## src/rtl/parallel_vector_divider_if.sv

```systemverilog
// Handshake and lane bundle for the four-lane divider.
// Master drives start/operands; slave returns results.
interface parallel_vector_divider_if #(
  parameter int DIVIDEND_W = 16,
  parameter int DIVISOR_W  = 8
);
  logic                  start;
  logic [DIVIDEND_W-1:0] dividend1;
  logic [DIVIDEND_W-1:0] dividend2;
  logic [DIVIDEND_W-1:0] dividend3;
  logic [DIVIDEND_W-1:0] dividend4;
  logic [DIVISOR_W-1:0]  divisor1;
  logic [DIVISOR_W-1:0]  divisor2;
  logic [DIVISOR_W-1:0]  divisor3;
  logic [DIVISOR_W-1:0]  divisor4;
  logic [DIVIDEND_W-1:0] quotient1;
  logic [DIVIDEND_W-1:0] quotient2;
  logic [DIVIDEND_W-1:0] quotient3;
  logic [DIVIDEND_W-1:0] quotient4;
  logic [DIVISOR_W-1:0]  remainder1;
  logic [DIVISOR_W-1:0]  remainder2;
  logic [DIVISOR_W-1:0]  remainder3;
  logic [DIVISOR_W-1:0]  remainder4;
  logic [3:0]            div_zero;
  logic                  busy;
  logic                  done;

  modport master (
    output start,
    output dividend1, dividend2,
    output dividend3, dividend4,
    output divisor1, divisor2,
    output divisor3, divisor4,
    input  quotient1, quotient2,
    input  quotient3, quotient4,
    input  remainder1, remainder2,
    input  remainder3, remainder4,
    input  div_zero, busy, done
  );

  modport slave (
    input  start,
    input  dividend1, dividend2,
    input  dividend3, dividend4,
    input  divisor1, divisor2,
    input  divisor3, divisor4,
    output quotient1, quotient2,
    output quotient3, quotient4,
    output remainder1, remainder2,
    output remainder3, remainder4,
    output div_zero, busy, done
  );
endinterface

```

## src/rtl/parallel_vector_divider.sv

```systemverilog
// Four-lane sequential restoring divider.
// One quotient bit per lane per CALC cycle, lanes in lockstep.
module parallel_vector_divider #(
  parameter int DIVIDEND_W = 16,
  parameter int DIVISOR_W  = 8
) (
  input  logic clk,
  input  logic reset,
  parallel_vector_divider_if.slave bus
);

  localparam int N     = 4;
  localparam int CNT_W = $clog2(DIVIDEND_W);
  localparam int PW    = DIVISOR_W + 1;

  typedef enum logic [1:0] {
    IDLE,
    CALC,
    DONE
  } state_t;

  state_t state;
  state_t state_nx;

  logic [CNT_W-1:0]      cnt;
  logic [DIVIDEND_W-1:0] dvd_q  [N];
  logic [DIVIDEND_W-1:0] dvd_nx [N];
  logic [DIVIDEND_W-1:0] quo_q  [N];
  logic [DIVIDEND_W-1:0] quo_nx [N];
  logic [DIVIDEND_W-1:0] q_out  [N];
  logic [DIVISOR_W-1:0]  dvs_q  [N];
  logic [DIVISOR_W-1:0]  rem_q  [N];
  logic [DIVISOR_W-1:0]  rem_nx [N];
  logic [DIVISOR_W-1:0]  r_out  [N];
  logic [PW-1:0]         part   [N];
  logic [PW-1:0]         diff   [N];
  logic [N-1:0]          ge;
  logic [N-1:0]          dz_q;
  logic [DIVIDEND_W-1:0] dvd_in [N];
  logic [DIVISOR_W-1:0]  dvs_in [N];

  logic accept;
  logic last;

  assign dvd_in[0] = bus.dividend1;
  assign dvd_in[1] = bus.dividend2;
  assign dvd_in[2] = bus.dividend3;
  assign dvd_in[3] = bus.dividend4;
  assign dvs_in[0] = bus.divisor1;
  assign dvs_in[1] = bus.divisor2;
  assign dvs_in[2] = bus.divisor3;
  assign dvs_in[3] = bus.divisor4;

  assign accept = (state == IDLE) && bus.start;
  assign last   = (state == CALC) &&
                  (cnt == CNT_W'(DIVIDEND_W - 1));

  // A zero divisor always compares ge, so the quotient
  // fills with ones and rem ends up as the dividend low bits.
  always_comb begin
    for (int i = 0; i < N; i++) begin
      part[i]   = {rem_q[i], dvd_q[i][DIVIDEND_W-1]};
      diff[i]   = part[i] - {1'b0, dvs_q[i]};
      ge[i]     = part[i] >= {1'b0, dvs_q[i]};
      rem_nx[i] = ge[i] ? diff[i][DIVISOR_W-1:0]
                        : part[i][DIVISOR_W-1:0];
      quo_nx[i] = {quo_q[i][DIVIDEND_W-2:0], ge[i]};
      dvd_nx[i] = dvd_q[i] << 1;
    end
  end

  always_comb begin
    state_nx = state;
    unique case (state)
      IDLE: if (bus.start) state_nx = CALC;
      CALC: if (last) state_nx = DONE;
      DONE: state_nx = IDLE;
      default: state_nx = IDLE;
    endcase
  end

  always_ff @(posedge clk or negedge reset) begin
    if (!reset) begin
      state <= IDLE;
    end else begin
      state <= state_nx;
    end
  end

  always_ff @(posedge clk or negedge reset) begin
    if (!reset) begin
      cnt <= '0;
      for (int i = 0; i < N; i++) begin
        dvd_q[i] <= '0;
        dvs_q[i] <= '0;
        rem_q[i] <= '0;
        quo_q[i] <= '0;
      end
    end else if (accept) begin
      cnt <= '0;
      for (int i = 0; i < N; i++) begin
        dvd_q[i] <= dvd_in[i];
        dvs_q[i] <= dvs_in[i];
        rem_q[i] <= '0;
        quo_q[i] <= '0;
      end
    end else if (state == CALC) begin
      cnt <= cnt + 1'b1;
      for (int i = 0; i < N; i++) begin
        dvd_q[i] <= dvd_nx[i];
        rem_q[i] <= rem_nx[i];
        quo_q[i] <= quo_nx[i];
      end
    end
  end

  always_ff @(posedge clk or negedge reset) begin
    if (!reset) begin
      dz_q <= '0;
      for (int i = 0; i < N; i++) begin
        q_out[i] <= '0;
        r_out[i] <= '0;
      end
    end else if (last) begin
      for (int i = 0; i < N; i++) begin
        q_out[i] <= quo_nx[i];
        r_out[i] <= rem_nx[i];
        dz_q[i]  <= (dvs_q[i] == '0);
      end
    end
  end

  assign bus.quotient1  = q_out[0];
  assign bus.quotient2  = q_out[1];
  assign bus.quotient3  = q_out[2];
  assign bus.quotient4  = q_out[3];
  assign bus.remainder1 = r_out[0];
  assign bus.remainder2 = r_out[1];
  assign bus.remainder3 = r_out[2];
  assign bus.remainder4 = r_out[3];
  assign bus.div_zero   = dz_q;
  assign bus.busy       = (state == CALC);
  assign bus.done       = (state == DONE);

endmodule

```

## src/flat_wrapper.sv

```systemverilog
// flat-port wrapper written by rule: the top's interface ports become plain ports
module parallel_vector_divider_flat 
#(
  parameter int DIVIDEND_W = 16,
  parameter int DIVISOR_W  = 8
)
  (clk, reset, bus_start, bus_dividend1, bus_dividend2, bus_dividend3, bus_dividend4, bus_divisor1, bus_divisor2, bus_divisor3, bus_divisor4, bus_quotient1, bus_quotient2, bus_quotient3, bus_quotient4, bus_remainder1, bus_remainder2, bus_remainder3, bus_remainder4, bus_div_zero, bus_busy, bus_done);
  parallel_vector_divider_if #(.DIVIDEND_W(DIVIDEND_W), .DIVISOR_W(DIVISOR_W)) bus_i ();
  input  logic clk;
  input  logic reset;
  input wire logic [$bits(bus_i.start)-1:0] bus_start;
  input wire logic [$bits(bus_i.dividend1)-1:0] bus_dividend1;
  input wire logic [$bits(bus_i.dividend2)-1:0] bus_dividend2;
  input wire logic [$bits(bus_i.dividend3)-1:0] bus_dividend3;
  input wire logic [$bits(bus_i.dividend4)-1:0] bus_dividend4;
  input wire logic [$bits(bus_i.divisor1)-1:0] bus_divisor1;
  input wire logic [$bits(bus_i.divisor2)-1:0] bus_divisor2;
  input wire logic [$bits(bus_i.divisor3)-1:0] bus_divisor3;
  input wire logic [$bits(bus_i.divisor4)-1:0] bus_divisor4;
  output wire logic [$bits(bus_i.quotient1)-1:0] bus_quotient1;
  output wire logic [$bits(bus_i.quotient2)-1:0] bus_quotient2;
  output wire logic [$bits(bus_i.quotient3)-1:0] bus_quotient3;
  output wire logic [$bits(bus_i.quotient4)-1:0] bus_quotient4;
  output wire logic [$bits(bus_i.remainder1)-1:0] bus_remainder1;
  output wire logic [$bits(bus_i.remainder2)-1:0] bus_remainder2;
  output wire logic [$bits(bus_i.remainder3)-1:0] bus_remainder3;
  output wire logic [$bits(bus_i.remainder4)-1:0] bus_remainder4;
  output wire logic [$bits(bus_i.div_zero)-1:0] bus_div_zero;
  output wire logic [$bits(bus_i.busy)-1:0] bus_busy;
  output wire logic [$bits(bus_i.done)-1:0] bus_done;
  assign bus_i.start = bus_start;
  assign bus_i.dividend1 = bus_dividend1;
  assign bus_i.dividend2 = bus_dividend2;
  assign bus_i.dividend3 = bus_dividend3;
  assign bus_i.dividend4 = bus_dividend4;
  assign bus_i.divisor1 = bus_divisor1;
  assign bus_i.divisor2 = bus_divisor2;
  assign bus_i.divisor3 = bus_divisor3;
  assign bus_i.divisor4 = bus_divisor4;
  assign bus_quotient1 = bus_i.quotient1;
  assign bus_quotient2 = bus_i.quotient2;
  assign bus_quotient3 = bus_i.quotient3;
  assign bus_quotient4 = bus_i.quotient4;
  assign bus_remainder1 = bus_i.remainder1;
  assign bus_remainder2 = bus_i.remainder2;
  assign bus_remainder3 = bus_i.remainder3;
  assign bus_remainder4 = bus_i.remainder4;
  assign bus_div_zero = bus_i.div_zero;
  assign bus_busy = bus_i.busy;
  assign bus_done = bus_i.done;
  parallel_vector_divider #(.DIVIDEND_W(DIVIDEND_W), .DIVISOR_W(DIVISOR_W)) u_core (.clk(clk), .reset(reset), .bus(bus_i));
endmodule
```

## config.mk

```make
export PLATFORM = sky130hd
export DESIGN_NAME = parallel_vector_divider_flat
export DESIGN_NICKNAME = d
export VERILOG_FILES = /design/src/rtl/parallel_vector_divider_if.sv /design/src/rtl/parallel_vector_divider.sv /design/src/flat_wrapper.sv
export SDC_FILE = /design/constraint.sdc
export NUM_CORES = 1
export LEC_CHECK = 0
export ABC_AREA = 1
export CORE_AREA = 2 2 176 178
export CTS_BUF_LIST = sky130_fd_sc_hd__clkbuf_16
export DETAILED_ROUTE_END_ITERATION = 16
export DIE_AREA = 0 0 178 180
export PLACE_DENSITY_LB_ADDON = 0.1
export SYNTH_ARGS = -nofsm -noshare
export SYNTH_HDL_FRONTEND = slang
export SYNTH_SLANG_ARGS = --single-unit
```

## constraint.sdc

```tcl
create_clock -name clk -period 2 [get_ports clk]
set_clock_uncertainty 0.2 [all_clocks]
set_input_delay 0.6 -clock clk [delete_from_list [all_inputs] [get_ports clk]]
set_output_delay 0.6 -clock clk [all_outputs]
set_load 0.1 [all_outputs]
```

== Word level (Yosys, flattened, before mapping) ==
Cells that the tools add are included.
Word-level totals
  flip-flop bits (word level): 294
  bits in latches: 0
  memory bits (writable): 0
  memory bits (read-only): 0
  input port bits: 99
  output and inout bits: 102
  memories: 0
Cells by class
  add/subtract/negate cells: 5
  multiply operators: 0
  div/mod/pow operators: 0
  $lt $le $gt $ge: 4
  equality and inequality tests: 5
  shifts and indexed selects: 0
  multiplexer cells: 15
  bitwise gates (word level): 0
  reduce and logical (&&, ||, !) cells: 9
Operator list (number)
  $mux 64: 2
  $mux 63: 2
  $mux 32: 2
  $ge 9x8->1: 4
  $logic_not 8->1: 4
  $mux 8: 4
  $sub 8x8->8: 4
  $mux 4: 2
  $add 4x1->4 const B: 1
  $eq 4x4->1 const B: 1
  $mux 2: 2
  $pmux 2 s2: 1
  $eq 2x1->1 const B: 1
  $eq 2x2->1 const B: 1
  $logic_and 1x1->1: 2
  $logic_not 2->1: 1
  $ne 2x1->1 const B: 1
  $ne 2x2->1 const B: 1
  $reduce_and 2->1: 1
  $reduce_bool 2->1: 1

== Logic depth before layout (Yosys ltp) ==
  word-level depth: 4
  mapped depth: 13
  depth with buffers taken out: 13

== Least setup slack after synthesis ==
Ideal clock, no wire load.
  path type: register -> output
  start: register u_core.state[0]
  end: output port bus_done
  data arrival time: 1.669 ns
  setup slack: -0.469 ns
  cell stages (with the launch flop): 2
  cell sequence: dfrtp_1 > nor2_1
Between the ends
  word-level cells in the longest chain between the ends: 1
RTL lines
  start, declared: line parallel_vector_divider.sv:22  | state_t state;
  start signal, assigned: line parallel_vector_divider.sv:86  | state <= state_nx;
  $eq 2x2->1: line parallel_vector_divider.sv:143  | assign bus.done = (state == DONE);
  end, declared: line flat_wrapper.sv:30  | output wire logic [$bits(bus_i.done)-1:0] bus_done;
No other way between the ends.

== Worst setup path in the final report ==
  start: register u_core.state[1]
  end: output port bus_busy
Between the ends
  word-level cells in the longest chain between the ends: 1
RTL lines
  $eq 2x1->1: line parallel_vector_divider.sv:142  | assign bus.busy = (state == CALC);
  end, declared: line flat_wrapper.sv:29  | output wire logic [$bits(bus_i.busy)-1:0] bus_busy;
No other way between the ends.

==> metrics <==
status=complete, but fails checks; failing checks=setup timing; PortBufs=200; All-Layer GR Usage=a little under a quarter; clk_lat worst skew=0.58 ns; Final min period=around 2.2 ns; HPWL after DPL=24630 um; Syn Std Cell Area=between 0.01 and 0.015 mm2; die area=0.03204 mm2; detailed-route DRC error count=0; DRT antenna net count=0; gp weighted congestion=0.8755; Multi-input gate area=between 0.005 and 0.006 mm2; clock sink count=294; Ys Warns=0; fmax=0.4558 GHz; Die X=around 180 um; Starting Density=44.40%; crit path kind=reg2out; Gate Count Post-Synth=1540; # H-tree levels=1; final setup violation count=3; Area after DPL=0.01797 mm2; vias in the first global route=approximately 12000; DR pass1 iterations=5; Cell variety after synth=39; Die Span Y=approximately 180 um; post-synthesis simple-gate area fraction=a little over a fifth; FP Rows=64; synth top area cells=dfrtp_1, nand2_1, inv_1, nand3_1, ha_1; RSZ-0062 raised after global routing=true; Synth-to-Final Area Change=52.62%; drt wl/cell=roughly 16 um; 1st-iter DRT viols=~800; number of synthesized flops with an enable pin=0; M3 GR Usage=2.855%; Most used DFF post-synth=dfrtp_1; post-synthesis compound-gate area fraction=10.88%; area share of the largest cell type after synthesis=54.89%; met2 GRT Util=37.69%; register area=0.007360 mm2; global-route wire length before repair=approximately 59000 um; Ant. Diodes=0; CTS tree=done; synthesized area per cell=8.703 um2; hold crit path type=reg2reg; Post-Synth Adder-Cell Area=3.678%; commonest cells after routing, fill and taps aside=nand2_1, dfrtp_1, buf_4; Final period util=109.7%; Fill cells=2381; IO Pins=201; critical path endpoint category=output pin; count of pins over their slew limit=0; total grt overflow=0; max-cap viol count=0; critical path arrival=1.39 ns; final WL=36710 um; Mapped Nets=1676; Final Hold Vio Count=0; most common library cell in the layout ignoring fill and taps=nand2_1; xor/xnor share of the synthesized area=0.7842%; Startpoint Class=register; CP required=around 1.2 ns; FF+latch count, synth=294; CTS Buf Count=31; PnR worst setup slack=-0.1937 ns; crit path max fanout=4; Max-slew headroom=68.58%; main combinational cell family by area after synthesis=simple AND/OR/NAND/NOR gates; area leader, netlist=dfrtp_1; vias per std cell=4.992; largest net degree at the start of global routing=98; Most Used Layer, Global Route=met2; share of layout cells above drive strength 1=27.89%; Clock Pin Slew Worst Setup and Hold Paths=about 0.06 ns; core area=between 0.03 and 0.04 mm2; met1 usage=31.62%; Finished Cell Area=0.02046 mm2; post-synthesis sequential area ratio=54.89%; vias=roughly 12000; actual slew at the worst max-slew pin=0.4713 ns; post-synthesis mux area share=0%; Clock Tree Root=clkbuf_16; final net count=2065; clock buffer depth=3; FFs w/ async S/R, synth=100.0%; initial antenna violation count=1
[critical path, stage by stage, from the launching register on]
cell and delay [ns]:
dfrtp_1 0.37, inv_2 0.12, nand2_4 0.09, inv_8 0.08
buf_12 0.17
[cells by family after synthesis]
logic type | count (synthesis)
compound gates | 238
xor+xnor | 12
fa+ha+maj | 37
buf+inv | 270
flops | 294
simple gates | 689
[area by class of cell]
| type | count | share of cell area [%] |
|---|---|---|
| clock buffers | 31 | 3.792 |
| repair buffers | 417 | 24.52 |
| flip-flops and latches | 294 | 35.98 |
| multi-input cells | 983 | 28.45 |
| inverters | 202 | 3.756 |
| clock inverters | 27 | 1.083 |
| well taps | 396 | 2.422 |
[registers in the layout, summed over array words and instances (netlist names)]
| signal | flops |
|---|---|
| u_core.bus.quotient4 | 16 |
| u_core.state | 2 |
| u_core.dvs_q | 32 |
| u_core.bus.quotient2 | 16 |
| u_core.bus.remainder2 | 8 |
| u_core.cnt | 4 |
| u_core.bus.remainder1 | 8 |
| u_core.bus.remainder3 | 8 |
| u_core.part | 32 |
| u_core.dvd_q | 4 |
| u_core.dvd_nx | 60 |
| u_core.bus.div_zero | 4 |
| u_core.quo_nx | 60 |
| u_core.bus.remainder4 | 8 |
| u_core.bus.quotient3 | 16 |
| u_core.bus.quotient1 | 16 |
[per-stage QoR]
step	setup slack, ns	setup TNS, ns	hold slack [ns]	std cells	util [%]
global placement	-0.3265	-46.66	0.2789	2209	59.52
detailed placement	-0.3296	-49.81	0.2866	2209	59.52
global route	-0.2287	-2.061	0.3239	2350	67.76
floorplan	0.1059	0	0.1044	1540	-
CTS	-0.1997	-0.6842	0.3004	2292	64.28
finish	-0.1937	-0.3678	0.2991	2350	67.76
[cell usage after synthesis, types with 2 or more instances]
master	count
a21oi_1	10
a22oi_1	6
buf_1	3
buf_2	42
buf_4	5
clkbuf_1	16
dfrtp_1	294
fa_1	4
ha_1	33
inv_1	198
inv_2	3
nand2_1	518
nand2_2	12
nand2_4	4
nand3_1	85
nand3_2	3
nand3b_1	8
nand4_1	13
nor2_1	31
nor2_2	4
nor3_1	4
o211ai_1	29
o21ai_0	45
o21ai_1	62
o221ai_1	25
o22ai_1	56
o31ai_1	4
or2_1	2
xnor2_1	5
xor2_1	7
[worst paths after layout]
check	startpoint	to	slack, ns	cells after the start
worst max-delay path	u_core.state[1]	bus_busy	-0.19	4
worst min-delay path	u_core.dvd_nx[28]	u_core.dvd_nx[29]	0.30	2
worst max register to register	u_core.dvs_q[30]	u_core.quo_nx[49]	0.03	12
worst min register to register	u_core.dvd_nx[28]	u_core.dvd_nx[29]	0.30	2
max in group asynchronous	reset	u_core.bus.quotient3[2]	0.64	3
min in group asynchronous	reset	u_core.part[29]	0.31	2
[layer usage]
layer / vias to the layer above / share of wire, %
met3: 43 / 4.2
met5: - / 0.035
met2: 262 / 49
met1: 5640 / 45
met4: 2 / 1.7
li1: 5784 / -
[repair_timing]
| item | in CTS | in global routing |
|---|---|---|
| endpoints found under the hold margin | 24 | 0 |
| pin swaps | 10 | 70 |
| hold buffers | 1 | 0 |
| resized for setup | 44 | 150 |
| setup buffers | 19 | 56 |
| gates cloned | 5 | 2 |
| setup endpoints to repair | 101 | 157 |
Power is not shown: default switching activity piles up to over one toggle a cycle in this logic, so the estimate is an artifact.
